==> src/rtl/jtag_shift_pkg.sv <==
// Op codes, header field positions and sequencer states shared by the JTAG
// shift controller and its bench.
package jtag_shift_pkg;

  localparam logic [1:0] OP_NOP     = 2'd0;
  localparam logic [1:0] OP_TMS     = 2'd1;
  localparam logic [1:0] OP_SHIFT   = 2'd2;
  localparam logic [1:0] OP_RUNIDLE = 2'd3;

  localparam int HDR_OP_HI      = 31;
  localparam int HDR_OP_LO      = 30;
  localparam int HDR_EXIT       = 29;
  localparam int HDR_CAPTURE    = 28;
  localparam int HDR_CNT_HI     = 15;
  localparam int HDR_TMS_CNT_HI = 4;

  typedef enum logic [2:0] {
    ST_IDLE   = 3'd0,
    ST_HDR    = 3'd1,
    ST_DECODE = 3'd2,
    ST_LOAD   = 3'd3,
    ST_LOW    = 3'd4,
    ST_HIGH   = 3'd5,
    ST_PUSH   = 3'd6
  } state_e;

endpackage

==> src/rtl/jtag_tck_gen.sv <==
// TCK half-period generator: while run=1, TCK toggles every CLK_DIV cycles
// starting from a full low phase; while run=0 it is parked low.
module jtag_tck_gen #(
  parameter int CLK_DIV = 4
) (
  input  logic clk,
  input  logic rst,
  input  logic run,
  output logic tck,
  output logic rise_stb,
  output logic fall_stb
);

  localparam logic [7:0] HALF_LAST = 8'(CLK_DIV - 1);

  logic [7:0] cnt_q;
  logic       tck_q;
  logic       half_end;

  assign half_end = (cnt_q == HALF_LAST);
  // Strobes mark the last cycle of a phase; TCK flips on the following edge.
  assign rise_stb = run && !tck_q && half_end;
  assign fall_stb = run &&  tck_q && half_end;
  assign tck      = tck_q;

  always_ff @(posedge clk) begin
    if (rst || !run) begin
      cnt_q <= '0;
      tck_q <= 1'b0;
    end else if (half_end) begin
      cnt_q <= '0;
      tck_q <= ~tck_q;
    end else begin
      cnt_q <= cnt_q + 8'd1;
    end
  end

endmodule

==> src/rtl/jtag_shift_ctrl.sv <==
// Header-driven JTAG sequencer: drains command words, drives TCK/TMS/TDI and
// packs captured TDO bits into 32-bit words for the SHIFT_OUT FIFO.
module jtag_shift_ctrl
  import jtag_shift_pkg::*;
#(
  parameter int CLK_DIV = 4
) (
  input  logic        clk,
  input  logic        rst,
  input  logic        enable,
  input  logic [31:0] in_data,
  input  logic        in_valid,
  output logic        in_ready,
  output logic [31:0] out_data,
  output logic        out_valid,
  input  logic        out_ready,
  output logic        tck,
  output logic        tms,
  output logic        tdi,
  input  logic        tdo,
  output logic        busy,
  output logic        bad_op,
  output logic [2:0]  dbg_state_o
);

  // Both FIFO ports use valid/ready: a word moves on every rising clk edge
  // where valid and ready are high together; valid never waits on ready.

  state_e      state_q;
  logic [1:0]  op_q;
  logic        exit_q;
  logic        cap_q;
  logic [15:0] cnt_q;
  logic        done_q;
  logic [31:0] shift_q;
  logic [5:0]  wcnt_q;
  logic [31:0] cap_word_q;
  logic [5:0]  cap_cnt_q;
  logic        tms_q;
  logic        tdi_q;
  logic [31:0] out_data_q;
  logic        out_valid_q;
  logic        bad_op_q;

  logic        run;
  logic        rise_stb;
  logic        fall_stb;

  logic        last_bit;
  logic [15:0] cnt_dec;
  logic [15:0] nxt_cnt;
  logic        done_now;
  logic        push_now;
  logic [31:0] src_word;
  logic        ent_tms;
  logic        ent_tdi;
  state_e      cont_state;

  assign run = (state_q == ST_LOW) || (state_q == ST_HIGH);

  jtag_tck_gen #(.CLK_DIV(CLK_DIV)) u_tck_gen (
    .clk      (clk),
    .rst      (rst),
    .run      (run),
    .tck      (tck),
    .rise_stb (rise_stb),
    .fall_stb (fall_stb)
  );

  assign in_ready    = in_valid && ((state_q == ST_LOAD) || ((state_q == ST_HDR) && enable));
  assign out_data    = out_data_q;
  assign out_valid   = out_valid_q;
  assign tms         = tms_q;
  assign tdi         = tdi_q;
  assign busy        = (state_q != ST_IDLE);
  assign bad_op      = bad_op_q;
  assign dbg_state_o = state_q;

  // Pin values for the next bit and the follow-on state once a bit (and any
  // push it triggered) is finished. In HIGH the count has not yet stepped.
  always_comb begin
    last_bit = (cnt_q == 16'd0);
    cnt_dec  = cnt_q - 16'd1;
    nxt_cnt  = (state_q == ST_HIGH) ? cnt_dec : cnt_q;
    done_now = (state_q == ST_HIGH) ? last_bit : done_q;
    push_now = cap_q && (op_q == OP_SHIFT) && ((cap_cnt_q == 6'd32) || last_bit);
    src_word = (state_q == ST_LOAD) ? in_data : shift_q;
    ent_tms  = 1'b0;
    ent_tdi  = 1'b0;
    case (op_q)
      OP_TMS:   ent_tms = src_word[0];
      OP_SHIFT: begin
        ent_tms = exit_q && (nxt_cnt == 16'd0);
        ent_tdi = src_word[0];
      end
      default: ;
    endcase
    if (done_now) begin
      cont_state = enable ? ST_HDR : ST_IDLE;
    end else if ((op_q == OP_SHIFT) && (wcnt_q == 6'd32)) begin
      cont_state = ST_LOAD;
    end else begin
      cont_state = ST_LOW;
    end
  end

  always_ff @(posedge clk) begin
    if (rst) begin
      state_q     <= ST_IDLE;
      op_q        <= OP_NOP;
      exit_q      <= 1'b0;
      cap_q       <= 1'b0;
      cnt_q       <= '0;
      done_q      <= 1'b0;
      shift_q     <= '0;
      wcnt_q      <= '0;
      cap_word_q  <= '0;
      cap_cnt_q   <= '0;
      tms_q       <= 1'b1;
      tdi_q       <= 1'b0;
      out_data_q  <= '0;
      out_valid_q <= 1'b0;
      bad_op_q    <= 1'b0;
    end else begin
      bad_op_q <= 1'b0;
      case (state_q)
        ST_IDLE: begin
          if (enable) state_q <= ST_HDR;
        end
        ST_HDR: begin
          if (!enable) begin
            state_q <= ST_IDLE;
          end else if (in_valid) begin
            op_q       <= in_data[HDR_OP_HI:HDR_OP_LO];
            exit_q     <= in_data[HDR_EXIT];
            cap_q      <= in_data[HDR_CAPTURE];
            cnt_q      <= (in_data[HDR_OP_HI:HDR_OP_LO] == OP_TMS) ?
                          {11'd0, in_data[HDR_TMS_CNT_HI:0]} : in_data[HDR_CNT_HI:0];
            done_q     <= 1'b0;
            wcnt_q     <= '0;
            cap_word_q <= '0;
            cap_cnt_q  <= '0;
            bad_op_q   <= (in_data[HDR_OP_HI:HDR_OP_LO] == OP_NOP);
            state_q    <= ST_DECODE;
          end
        end
        ST_DECODE: begin
          case (op_q)
            OP_NOP:     state_q <= ST_HDR;
            OP_RUNIDLE: begin
              tms_q   <= 1'b0;
              tdi_q   <= 1'b0;
              state_q <= ST_LOW;
            end
            default:    state_q <= ST_LOAD;
          endcase
        end
        ST_LOAD: begin
          if (in_valid) begin
            tms_q   <= ent_tms;
            tdi_q   <= ent_tdi;
            shift_q <= src_word >> 1;
            wcnt_q  <= 6'd1;
            state_q <= ST_LOW;
          end
        end
        ST_LOW: begin
          if (rise_stb) begin
            if (cap_q && (op_q == OP_SHIFT)) begin
              cap_word_q[cap_cnt_q[4:0]] <= tdo;
              cap_cnt_q                  <= cap_cnt_q + 6'd1;
            end
            state_q <= ST_HIGH;
          end
        end
        ST_HIGH: begin
          if (fall_stb) begin
            done_q <= last_bit;
            if (!last_bit) cnt_q <= cnt_dec;
            if (push_now) begin
              out_data_q  <= cap_word_q;
              out_valid_q <= 1'b1;
              cap_word_q  <= '0;
              cap_cnt_q   <= '0;
              state_q     <= ST_PUSH;
            end else begin
              state_q <= cont_state;
              if (cont_state == ST_LOW) begin
                tms_q   <= ent_tms;
                tdi_q   <= ent_tdi;
                shift_q <= src_word >> 1;
                wcnt_q  <= wcnt_q + 6'd1;
              end
            end
          end
        end
        ST_PUSH: begin
          if (out_ready) begin
            out_valid_q <= 1'b0;
            state_q     <= cont_state;
            if (cont_state == ST_LOW) begin
              tms_q   <= ent_tms;
              tdi_q   <= ent_tdi;
              shift_q <= src_word >> 1;
              wcnt_q  <= wcnt_q + 6'd1;
            end
          end
        end
        default: state_q <= ST_IDLE;
      endcase
    end
  end

endmodule
==> config.mk <==
export PLATFORM = sky130hd
export DESIGN_NAME = jtag_shift_ctrl
export DESIGN_NICKNAME = d
export VERILOG_FILES = /design/src/rtl/jtag_shift_pkg.sv /design/src/rtl/jtag_tck_gen.sv /design/src/rtl/jtag_shift_ctrl.sv
export SDC_FILE = /design/constraint.sdc
export NUM_CORES = 1
export LEC_CHECK = 0
export ABC_AREA = 1
export ABC_CLOCK_PERIOD_IN_PS = 2340
export CELL_PAD_IN_SITES_DETAIL_PLACEMENT = 1
export CELL_PAD_IN_SITES_GLOBAL_PLACEMENT = 2
export CORE_UTILIZATION = 29
export CTS_BUF_LIST = sky130_fd_sc_hd__clkbuf_8
export CTS_CLUSTER_DIAMETER = 30
export DETAILED_ROUTE_END_ITERATION = 10
export PLACE_DENSITY_LB_ADDON = 0.1
export SETUP_SLACK_MARGIN = 0.05
export SLEW_MARGIN = 40
export SYNTH_ARGS = -nofsm -noshare
export SYNTH_HDL_FRONTEND = slang
export SYNTH_HIERARCHICAL = 1
export SYNTH_SLANG_ARGS = --single-unit
==> constraint.sdc <==
create_clock -name clk -period 2.34 [get_ports clk]
set_clock_uncertainty 0.05 [all_clocks]
set_input_delay 0.234 -clock clk [delete_from_list [all_inputs] [get_ports clk]]
set_output_delay 0.234 -clock clk [all_outputs]
set_load 0.05 [all_outputs]
==> impl_metrics.csv <==
group,metric,value,unit
status,status,"complete, no violations",
detailed_routing,routed_wl,24100,µm
grt,track_usage,18.2,%
detailed_routing,met1_length,11900,µm
critical_path,criticalPathCategory,"reg -> out",
logic_synthesis,synth_top_family_by_area,"simple AND/OR/NAND/NOR gates",
detailed_routing,wire_per_inst,14.9,µm
logic_synthesis,yosysMostFrequentCell,"nand2_1",
placed_design,hpwl,16200,µm
detailed_routing,wl_met3,534,µm
job,maxCapViolations,0,
floorplanning,core,0.0260,mm²
logic_synthesis,synthAdderAreaFrac,1.96,%
logic_synthesis,synth_commonest_cells,"nand2_1 (239), nor2_1 (161), dfxtp_1 (144), inv_1 (140), a21oi_1 (103)",
power,ir_drop,0.298,mV
grt,antenna_found_initial,0,
grt,grt_max_degree,66,
placed_design,io_buffers,79,
clocking,cts_sinks,144,
clocking,clk_latency,470,ps
sta,whs,391,ps
floorplanning,row_count,59,
detailed_routing,dr.pass1.iters,4,
logic_synthesis,synth_xor_xnor_area_share,0.457,%
critical_path,cp-endpoint,"busy",
clocking,cts_buffers,17,
logic_synthesis,yosysSeqAreaShare,37.6,%
clocking,cts_buffer_depth,2,
cells_and_area,antenna_cells,0,
critical_path,critPathSlowestCell,"clkdlybuf4s50_1",
logic_synthesis,synthesis.nets,1213,
sta,tightest_slew,560,ps
critical_path,path_max_fanout,3,
critical_path,regToRegEndpoint,"cap_word_q[3]",
logic_synthesis,avgSynthCellArea,6.59,µm²
logic_synthesis,synth_area,0.00766,mm²
critical_path,reg2reg_depth,15,
logic_synthesis,yosys-top-cells-area,"dfxtp_1 (38%), nand2_1 (12%), nor2_1 (7.9%), inv_1 (6.9%), a21oi_1 (6.7%)",
critical_path,critPathMaxStageDelay,820,ps
grt,overflow,0,
critical_path,cp.required,2060,ps
logic_synthesis,async_reset_ff_share,0,%
sta,slew_viol_final,0,
floorplanning,die_area,0.0271,mm²
sta,slew_headroom,62.6,%
critical_path,path_buf_inv,3,
cells_and_area,instances_no_fill,1612,
grt,grt_pass1_wl,39100,µm
logic_synthesis,synth_warnings,6,
critical_path,ff2ff_setup_slack,110,ps
sta,fin_crit,2240,ps
logic_synthesis,synth_mux_area_share,0,%
logic_synthesis,synth_edf_count,0,
placed_design,dp.cells,1559,
grt,grt_pass1_vias,7535,
logic_synthesis,synth-seq-cells,144,
clocking,clk_pin_slew,110,ps
power,power.leakage,4.11,nW
detailed_routing,top_layer_used,"met4",
floorplanning,die_w,165,µm
sta,max_freq,447,MHz
sta,setup_viol,0,
logic_synthesis,yosys.area.top_type_share,37.6,%
power,power_density,624,mW/mm²
clocking,cts_root_buf,"clkbuf_8",
critical_path,critPathLaunchType,"flop",
cells_and_area,drive_above_1_share,14.2,%
critical_path,crit_family,"buffers and inverters",
critical_path,cp-end-kind,"primary output",
critical_path,crit_path_cell_trace,"inv_4 -> nand2_4 -> inv_1 -> nand2_1 -> clkdlybuf4s50_1",
floorplanning,start_util,29.5,%
clocking,htree_levels,4,
clocking,cts_hold_buf,0,
logic_synthesis,yosys_most_used_dff,"dfxtp_1",
hold_path,hp-class,"in -> reg",
critical_path,path_depth,5,
logic_synthesis,syn_inst,1163,
logic_synthesis,synth-compound-area-share,17.9,%
clocking,cts_tree,"yes",
detailed_routing,drc,0,
detailed_routing,drt-vias-per-instance,4.70,
logic_synthesis,synth.distinct_cells,39,
logic_synthesis,yosys.area_share.simple,30.7,%
detailed_routing,drt-initial-drc-count,343,
critical_path,r2r_start,"u_tck_gen/cnt_q[1]",
cells_and_area,layout.nets,1314,
logic_synthesis,synth_top_area_cell,"dfxtp_1",
placed_design,gp_congestion,0.777,
critical_path,arrival,1950,ps
sta,timing.final.crit_share,95.5,%
floorplanning,pin_count,80,
sta,timing.final.hold_violations,0,
detailed_routing,vias,7584,
cells_and_area,syn_to_final_growth,29.2,%
sta,rsz0062_at_grt,"true",
detailed_routing,dr_wl_met2,11500,µm
detailed_routing,final_antenna_net_count,0,
floorplanning,die_y,165,µm
critical_path,startpoint,"dbg_state_o[0]",
==> where the power goes <==
| group | internal, mW | total [mW] | switching [mW] |
|---|---|---|---|
| registers | 2.54 | 2.63 | 0.0893 |
| logic | 0.588 | 1.50 | 0.912 |
| clock network | 0.874 | 2.04 | 1.17 |
| total | 4.01 | 6.18 | 2.17 |
==> sequential cells by signal, indices dropped and copies added, names as in the netlist <==
name / count
bad_op: 1
cap_cnt_q: 6
cap_q: 1
cap_word_q: 32
cnt_q: 16
dbg_state_o: 3
done_q: 1
exit_q: 1
op_q: 2
out_data: 32
out_valid: 1
shift_q: 31
tdi: 1
tms: 1
u_tck_gen/cnt_q: 8
u_tck_gen/tck: 1
wcnt_q: 6
==> logic make-up after synthesis <==
logic type	after synthesis
AOI/OAI and AO/OA	263
xor gates and xnor gates	4
adders and majority gates	12
buffers and inverters	213
DFF	144
and+or+nand+nor	527
==> worst reg2reg max path: cells and delay by family (launching register included) <==
kind	cells	cell delay [ps]
and+or+nand+nor	7	810
adders and majority gates	1	150
DFF	1	360
buffers and inverters	4	400
AOI/OAI and AO/OA	3	350
==> worst min-delay path by stage <==
stage	startpoint	endpoint	slack, ps	cells after the start
after floorplan	rst	cap_cnt_q[1]	250	1
after global placement	out_data[18]	out_data[18]	380	2
after detailed placement	out_data[22]	out_data[22]	390	2
after CTS	in_data[5]	cnt_q[5]	380	3
after global routing	in_data[7]	cnt_q[7]	410	3
final	in_data[5]	cnt_q[5]	390	3
==> placed cells by master, fill, tap and decap left out, types with 5 or more instances in the layout <==
cell	count
a21oi_1	102
a31oi_1	11
buf_12	12
buf_4	43
clkbuf_8	17
clkdlybuf4s50_1	78
dfxtp_1	138
ha_1	10
inv_1	136
inv_2	11
inv_6	7
nand2_1	232
nand2_2	10
nand2_4	5
nand3_1	42
nand4_1	30
nand4_2	10
nor2_1	158
nor2_2	12
nor2_4	5
nor3_1	8
o21ai_0	100
o21ai_1	35
==> metrics by stage <==
step	instance area (µm²)	utilization, %	worst slack (ps)	setup TNS [ps]	power, mW
after global placement	9040	34.8	-4.72	-4.72	4.00
after detailed placement	9040	34.8	-71.4	-213	4.02
after floorplan	7720	-	58.1	0	3.54
final	9900	38.1	105	0	6.18
after CTS	9540	36.7	20.1	0	6.16
after global routing	9900	38.1	-51.4	-445	6.55
==> per-layer routing <==
metal | track usage [%] | up-vias
li1 | - | 3965
met1 | 23.9 | 3521
met5 | 0 | -
met2 | 31.1 | 85
met4 | 4.30 | 0
met3 | 2.59 | 13
==> area by class of cell <==
class / instances / area [µm²]
tap: 335 / 419
inverter: 152 / 581
timing repair buffer: 143 / 1540
multi-input combinational: 806 / 4080
sequential: 144 / 2900
clock buffer: 17 / 234
clock inverter: 15 / 149
fill: 3302 / 16100
==> what timing repair did <==
item	in CTS	in global routing
gates cloned	2	3
pin swaps	2	16
endpoints found under the setup margin	34	119
setup buffers	0	16
gates resized for setup	12	41
No activity file was read; power rests on OpenSTA's default activity.
